## src/rtl/trng_word_packer.sv

```systemverilog
// trng_word_packer: feeds 64-bit words from a ring-oscillator TRNG into a FIFO.
// Accepted raw bits pass through a repetition-count health test, are packed
// MSB-first into a 64-bit word, and each finished word is written into the
// FIFO through its wr_en/full handshake.
// Optional build macro TRNG_VN_DEBIAS_EN inserts a von Neumann corrector
// between the health test and the packer.
module trng_word_packer #(
    parameter int RCT_LIMIT = 32
) (
    input  logic        clk,
    input  logic        rst,
    input  logic        enable,
    input  logic        raw_bit,
    input  logic        raw_valid,
    input  logic        fifo_full,
    output logic        fifo_wr_en,
    output logic [63:0] fifo_din,
    output logic [15:0] drop_count,
    output logic        health_fail
);

    typedef enum logic [0:0] {
        COLLECT = 1'b0,
        PUSH    = 1'b1
    } state_t;

    localparam logic [7:0] RCT_LIM = 8'(RCT_LIMIT);

    state_t      state_r, state_s;
    logic [63:0] shift_r, shift_s;
    logic [6:0]  cnt_r, cnt_s;
    logic [7:0]  run_len_r, run_len_s;
    logic        prev_bit_r, prev_bit_s;
    logic [63:0] din_r, din_s;
    logic [15:0] drop_r, drop_s;
    logic        hf_r, hf_s;
    logic        accept_s;
    logic        pack_valid_s;
    logic        pack_bit_s;
`ifdef TRNG_VN_DEBIAS_EN
    logic        pair_valid_r, pair_valid_s;
    logic        pair_bit_r, pair_bit_s;
`endif

    // Register update with synchronous reset; any pending word is discarded.
    always_ff @(posedge clk) begin
        if (rst) begin
            state_r    <= COLLECT;
            shift_r    <= 64'd0;
            cnt_r      <= 7'd0;
            run_len_r  <= 8'd0;
            prev_bit_r <= 1'b0;
            din_r      <= 64'd0;
            drop_r     <= 16'd0;
            hf_r       <= 1'b0;
`ifdef TRNG_VN_DEBIAS_EN
            pair_valid_r <= 1'b0;
            pair_bit_r   <= 1'b0;
`endif
        end else begin
            state_r    <= state_s;
            shift_r    <= shift_s;
            cnt_r      <= cnt_s;
            run_len_r  <= run_len_s;
            prev_bit_r <= prev_bit_s;
            din_r      <= din_s;
            drop_r     <= drop_s;
            hf_r       <= hf_s;
`ifdef TRNG_VN_DEBIAS_EN
            pair_valid_r <= pair_valid_s;
            pair_bit_r   <= pair_bit_s;
`endif
        end
    end

    // Next-state: health test, optional debias, packing, push handshake, drops.
    always_comb begin
        state_s      = state_r;
        shift_s      = shift_r;
        cnt_s        = cnt_r;
        run_len_s    = run_len_r;
        prev_bit_s   = prev_bit_r;
        din_s        = din_r;
        drop_s       = drop_r;
        hf_s         = hf_r;
        pack_valid_s = 1'b0;
        pack_bit_s   = 1'b0;
`ifdef TRNG_VN_DEBIAS_EN
        pair_valid_s = pair_valid_r;
        pair_bit_s   = pair_bit_r;
`endif

        fifo_wr_en = (state_r == PUSH) && !fifo_full;
        accept_s   = raw_valid && enable && (state_r == COLLECT);

        // Repetition-count test on raw bits; run_len==0 means no previous bit.
        if (accept_s) begin
            prev_bit_s = raw_bit;
            if ((run_len_r == 8'd0) || (raw_bit != prev_bit_r)) begin
                run_len_s = 8'd1;
            end else if (run_len_r < RCT_LIM) begin
                run_len_s = run_len_r + 8'd1;
            end else begin
                run_len_s = run_len_r;
            end
            if (run_len_s == RCT_LIM) begin
                hf_s = 1'b1;
            end else begin
                hf_s = hf_r;
            end
        end else begin
            prev_bit_s = prev_bit_r;
        end

`ifdef TRNG_VN_DEBIAS_EN
        // Von Neumann corrector: 10 -> 1, 01 -> 0, i.e. emit the first bit of
        // an unequal pair; a disable in COLLECT breaks the pairing.
        if (accept_s) begin
            if (!pair_valid_r) begin
                pair_valid_s = 1'b1;
                pair_bit_s   = raw_bit;
            end else begin
                pair_valid_s = 1'b0;
                pack_valid_s = (pair_bit_r != raw_bit);
                pack_bit_s   = pair_bit_r;
            end
        end else if (!enable && (state_r == COLLECT)) begin
            pair_valid_s = 1'b0;
        end else begin
            pair_valid_s = pair_valid_r;
        end
`else
        pack_valid_s = accept_s;
        pack_bit_s   = raw_bit;
`endif

        case (state_r)
            COLLECT: begin
                if (pack_valid_s) begin
                    shift_s = {shift_r[62:0], pack_bit_s};
                    if (cnt_r == 7'd63) begin
                        cnt_s   = 7'd0;
                        din_s   = shift_s;
                        state_s = PUSH;
                    end else begin
                        cnt_s = cnt_r + 7'd1;
                    end
                end else begin
                    shift_s = shift_r;
                end
            end
            PUSH: begin
                // Bits arriving while a word waits are lost; count them.
                if (raw_valid && enable && (drop_r != 16'hFFFF)) begin
                    drop_s = drop_r + 16'd1;
                end else begin
                    drop_s = drop_r;
                end
                if (fifo_wr_en) begin
                    state_s = COLLECT;
                end else begin
                    state_s = PUSH;
                end
            end
            default: begin
                state_s = COLLECT;
            end
        endcase
    end

    assign fifo_din    = din_r;
    assign drop_count  = drop_r;
    assign health_fail = hf_r;

endmodule

```

## config.mk

```make
export PLATFORM = sky130hd
export DESIGN_NAME = trng_word_packer
export DESIGN_NICKNAME = d
export VERILOG_FILES = /design/src/rtl/trng_word_packer.sv
export SDC_FILE = /design/constraint.sdc
export NUM_CORES = 1
export LEC_CHECK = 0
export ABC_CLOCK_PERIOD_IN_PS = 1650
export CORE_UTILIZATION = 49
export DETAILED_ROUTE_END_ITERATION = 10
export PLACE_DENSITY = 0.87
export SKIP_LAST_GASP = 1
export SYNTH_ARGS = -nofsm -noshare
export SYNTH_HDL_FRONTEND = slang
export SYNTH_SLANG_ARGS = --single-unit
```

## constraint.sdc

```tcl
create_clock -name clk -period 1.65 [get_ports clk]
set_input_delay 0.4125 -clock clk [delete_from_list [all_inputs] [get_ports clk]]
set_output_delay 0.4125 -clock clk [all_outputs]
set_load 0.05 [all_outputs]
```

# After elaboration in Yosys (flattened, before gate mapping)

Cells that the tools add are included.

Register bits: 161
Latch bits: 0
Memory bits (writable): 0
ROM bits: 0
Input bits: 6
Output and inout bits: 82
Word-level logic and storage cells: 36
Memories kept: 0

Add/sub/neg operators: 3
Multiply operators: 0
Div/mod/pow operators: 0
$lt $le $gt $ge: 1
Eq/ne operators: 4
Shifts and indexed selects: 0
Mux-type cells: 8
Bitwise gates (word level): 1
Reductions and logical operators: 11

Operators by type and width:

| cell                                                                   | count |
|---|---|
| 8-bit 2-to-1 mux                                                       | 3 |
| 16-bit by 1-bit adder with 16-bit output (second input constant)       | 1 |
| 16-bit != test (second input constant)                                 | 1 |
| 8-bit by 1-bit adder with 8-bit output (second input constant)         | 1 |
| 8-bit by 6-bit equality test with 1-bit output (second input constant) | 1 |
| 8-bit zero test                                                        | 1 |
| 8-bit by 6-bit < comparator with 1-bit output (second input constant)  | 1 |
| 7-bit by 1-bit adder with 7-bit output (second input constant)         | 1 |
| 7-bit by 6-bit equality test with 1-bit output (second input constant) | 1 |
| 7-bit 2-to-1 mux                                                       | 1 |
| 2-bit AND reduction                                                    | 3 |
| 1-bit logical AND                                                      | 4 |
| 1-bit 2-to-1 mux                                                       | 3 |
| 3-bit AND reduction                                                    | 1 |
| 1-bit one-hot mux with 2 select lines                                  | 1 |
| 1-bit zero test                                                        | 1 |
| 1-bit logical OR                                                       | 1 |
| 1-bit != test                                                          | 1 |
| 1-bit inverter                                                         | 1 |

# Depth between registers and ports, before layout

Depth after elaboration: 6
Mapped depth: 7
Gate-level depth less buffers: 6

# Worst setup path before layout

OpenSTA, ideal clock, no wires.

Path kind: flip-flop to flip-flop
From: reg drop_r[0] (netlist: drop_count[0])
To: reg drop_r[12] (netlist: drop_count[12])
Library setup time: 0.121 ns
Data arrival time: 1.907 ns
Required time: 1.529 ns
Setup slack: -0.378 ns
Cell stages (with the launch flop): 7
Buffers on the path: 1
Clock period less this slack: 2.028 ns
Cells stage by stage: dfxtp_1 -> ha_1 -> and2_2 -> nand2_2 -> buf_6 -> nor4_1 -> mux2_2

Longest elaborated chain between the ends: 3
Elaborated cells between the ends (all ways): 4

Ends and longest elaborated chain:

| element                                                                          | RTL line | RTL |
|---|---|---|
| start, declared                                                                  | 35       | `logic [15:0] drop_r, drop_s;` |
| start signal, assigned                                                           | 67       | `drop_r <= drop_s;` |
| branches (longest 3 deep; another with 16-bit by 1-bit adder with 16-bit output) | -        |  |

Several ways; the timed one is not identified.
A chain may end at the register's enable or synchronous reset.

# Worst setup path in the final report

From: reg state_r
To: reg din_r[63] (netlist: fifo_din[63])

Longest elaborated chain between the ends: 3

Ends and longest elaborated chain:

| element                           | RTL line | RTL |
|---|---|---|
| start, declared                   | 29       | `state_t state_r, state_s;` |
| start signal, assigned            | 61       | `state_r <= state_s;` |
| 1-bit inverter (no line) (*)      | -        |  |
| 1-bit logical AND                 | 94       | `accept_s = raw_valid && enable && (state_r == COLLECT);` |
| 3-bit AND reduction (no line) (*) | -        |  |
| end signal, assigned              | 66       | `din_r <= din_s;` |
| end, declared                     | 34       | `logic [63:0] din_r, din_s;` |

Mark *: on every way between the ends. The rest lies on a longest branch, timed or not.

==> results.json <==
{
  "drt_iter0_markers": 453,
  "reg2reg_depth": 6,
  "regArea_sq_mm": 0.00325,
  "max_freq_mhz": 566,
  "finalSetupViolations": 69,
  "yosys_warnings": 0,
  "end_kind": "flip-flop",
  "grt_setup_unrepaired": "yes",
  "r2r_slack_ns": -0.12,
  "worstMarginPinSlew_ns": 0.474,
  "gp_congestion": 0.839,
  "cts_max_path_buffers": 2,
  "synthCells": 761,
  "antennaDiodeCount": 0,
  "drt.antenna.violating_nets": 0,
  "dieArea_sq_mm": 0.0130,
  "antenna_found_initial": 0,
  "grt_pass1_vias": 5422,
  "drive_gt1_frac": 0.310,
  "cts_sinks": 160,
  "ys.flop_type": "dfxtp_1",
  "period_needed_ns": 1.77,
  "setup_tns_ns": -4.52,
  "htree_levels": 4,
  "io_pins": 88,
  "core_sq_mm": 0.0121,
  "cts_buffers": 17,
  "async_reset_ff_frac": 0,
  "yosysMostFrequentCell": "nand2_1",
  "io_buffers": 87,
  "start_util": 0.506,
  "fillers": 866,
  "hold_path_end": "drop_count[6]",
  "drt-total-wl_um": 16400,
  "violations": "setup timing",
  "grt_overflow": 0,
  "relSlewSlack": 0.684,
  "cts-root-buf": "clkbuf_16",
  "p_leak_nw": 3.28,
  "finClkSkew_ns": 0.00929,
  "area_growth_pct": 42.8,
  "grt_max_degree": 45,
  "synthesis.area_per_instance_sq_um": 8.06,
  "clk_pin_slew_ns": 0.07,
  "synthTopCellsByArea": "dfxtp_1 52%, nand2_1 17%, a21oi_1 12%",
  "setup_ws_ns": -0.118,
  "track_usage": 0.245,
  "ir_drop_mv": 0.785,
  "reg2reg_from": "state_r",
  "die_height_um": 114,
  "synthTopCellsByCount": "273 x nand2_1, 160 x dfxtp_1, 147 x a21oi_1",
  "drc": 0,
  "fin_crit_sh": 1.07,
  "min-delay-start": "rst",
  "cts_hold_buffers": 0,
  "clk_latency_ns": 0.43,
  "place_hpwl_um": 9180,
  "status": "finished with violations",
  "hold_viol": 0,
  "synth_top_area_share": 0.522,
  "row_count": 40,
  "maxCapViolCount": 0,
  "drt_pass1_iterations": 7,
  "multi_input_area_sq_mm": 0.00289,
  "grt_pass1_wl_um": 25300,
  "cp.required_ns": 1.94,
  "die_w_um": 114,
  "synth_area_sq_mm": 0.00613,
  "ys_types": 48,
  "vias": 5807,
  "crit_arrival_ns": 2.06,
  "synth_seq_area_share": 0.522,
  "ys_ff_latch": 160,
  "final_util": 0.723,
  "nets": 903,
  "critPathKind": "reg2reg",
  "routedWlPerCell_um": 15.3,
  "hold_class": "in2reg",
  "synth_edf_count": 0,
  "crit_fanout": 11,
  "synth_nets": 771,
  "critPathLaunchType": "flip-flop",
  "power_density_mw_per_mm2": 908,
  "synth_top_cell_by_area": "dfxtp_1",
  "cts_tree": "done",
  "hold_slack_ns": 0.335,
  "maxSlewViolCount": 0,
  "r2r-end": "fifo_din[63]",
  "whs_path_depth": 2,
  "viasPerCell": 5.41
}
## timing repair
item | in CTS | in global routing
gates resized for setup | 35 | 51
gates cloned | 6 | 6
setup buffers | 5 | 2
pin swaps | 10 | 11
endpoints found under the setup margin | 77 | 84
## area by class of cell
type,count,area share
sequential,160,0.372
multi-input combinational,544,0.330
timing repair buffer,165,0.207
clock buffer,17,0.0486
tap,168,0.0240
clock inverter,15,0.0167
inverter,5,0.00214
## flip-flops by register name (all words and copies together) (netlist names)
signal	cells
run_len_r	8
drop_count	16
state_r	1
health_fail	1
cnt_r	7
fifo_din	64
shift_r	63
## power breakdown
part | switching, mW | internal, mW | leakage [nW]
clock | 1.69 | 2.12 | 0.280
sequential | 0.00742 | 3.85 | 1.30
combinational | 0.173 | 0.101 | 1.70
total | 1.87 | 6.07 | 3.28
## cell families (layout without fill, tap and decap cells)
kind of cell / after synthesis / count (layout) / share of synthesized area
AO/OA/AOI/OAI: 173 / 173 / 0.151
XOR/XNOR: 7 / 7 / 0.0100
adder cells (fa/ha/maj): 4 / 4 / 0.00816
buffers and inverters: 57 / 202 / 0.0447
flip-flops: 160 / 160 / 0.522
multiplexers: 6 / 6 / 0.0108
AND/OR/NAND/NOR: 354 / 354 / 0.253
## routing by layer
layer	vias to the layer above	GRT usage	part of all wire
met4	0	0.0831	0.020
met5	-	0	0
met3	32	0.0590	0.052
met2	189	0.438	0.51
met1	2767	0.288	0.42
li1	2819	-	-
## through the flow
step	area, sq um	setup WS [ns]	power [mW]	std cells
finish	8760	-0.118	7.95	1074
global route	8760	-0.135	8.16	1074
CTS	8500	-0.0602	7.94	1067
detailed placement	7620	-0.659	4.18	1025
global placement	7620	-0.614	4.18	1025
floorplan	6210	-0.0138	4.08	761
## worst max path at each step
stage	startpoint	end	slack, ns	cells after the start
2_1_floorplan	drop_count[1]	drop_count[12]	-0.01	6
3_3_place_gp	raw_valid	fifo_din[40]	-0.61	6
3_5_place_dp	raw_valid	fifo_din[56]	-0.66	6
4_1_cts	state_r	fifo_din[44]	-0.06	6
5_1_grt	state_r	fifo_din[63]	-0.14	6
6_report	state_r	fifo_din[63]	-0.12	6
## critical path, stage by stage, from the launching register on
cell	delay, ns
dfxtp_2	0.33
nand3b_1	0.22
or4_4	0.60
buf_12	0.17
buf_12	0.14
nand2_1	0.09
a21oi_1	0.08
## placed cells by master (no fill, tap or decap), types with 3 or more instances in the layout
cell,synthesis,routed
nand2_1,273,251
dfxtp_1,160,139
a21oi_1,147,134
buf_4,1,118
buf_12,0,28
clkbuf_16,0,20
nand2_2,1,19
a21oi_2,0,13
nor3_1,12,12
nor2_1,12,12
dfxtp_2,0,11
dfxtp_4,0,10
o31ai_1,8,8
nand3_1,7,7
xor2_1,6,6
or4_1,8,6
or3_1,5,5
mux2_2,5,5
inv_6,0,5
and3_1,5,4
nand4_1,4,4
o21ai_0,6,4
nand2_4,0,4
nor2b_1,5,4
buf_16,0,4
buf_6,6,4
and2_1,3,3
inv_1,5,3
nand2b_1,3,3
ha_4,0,3
No activity file was read; power rests on OpenSTA's default activity.
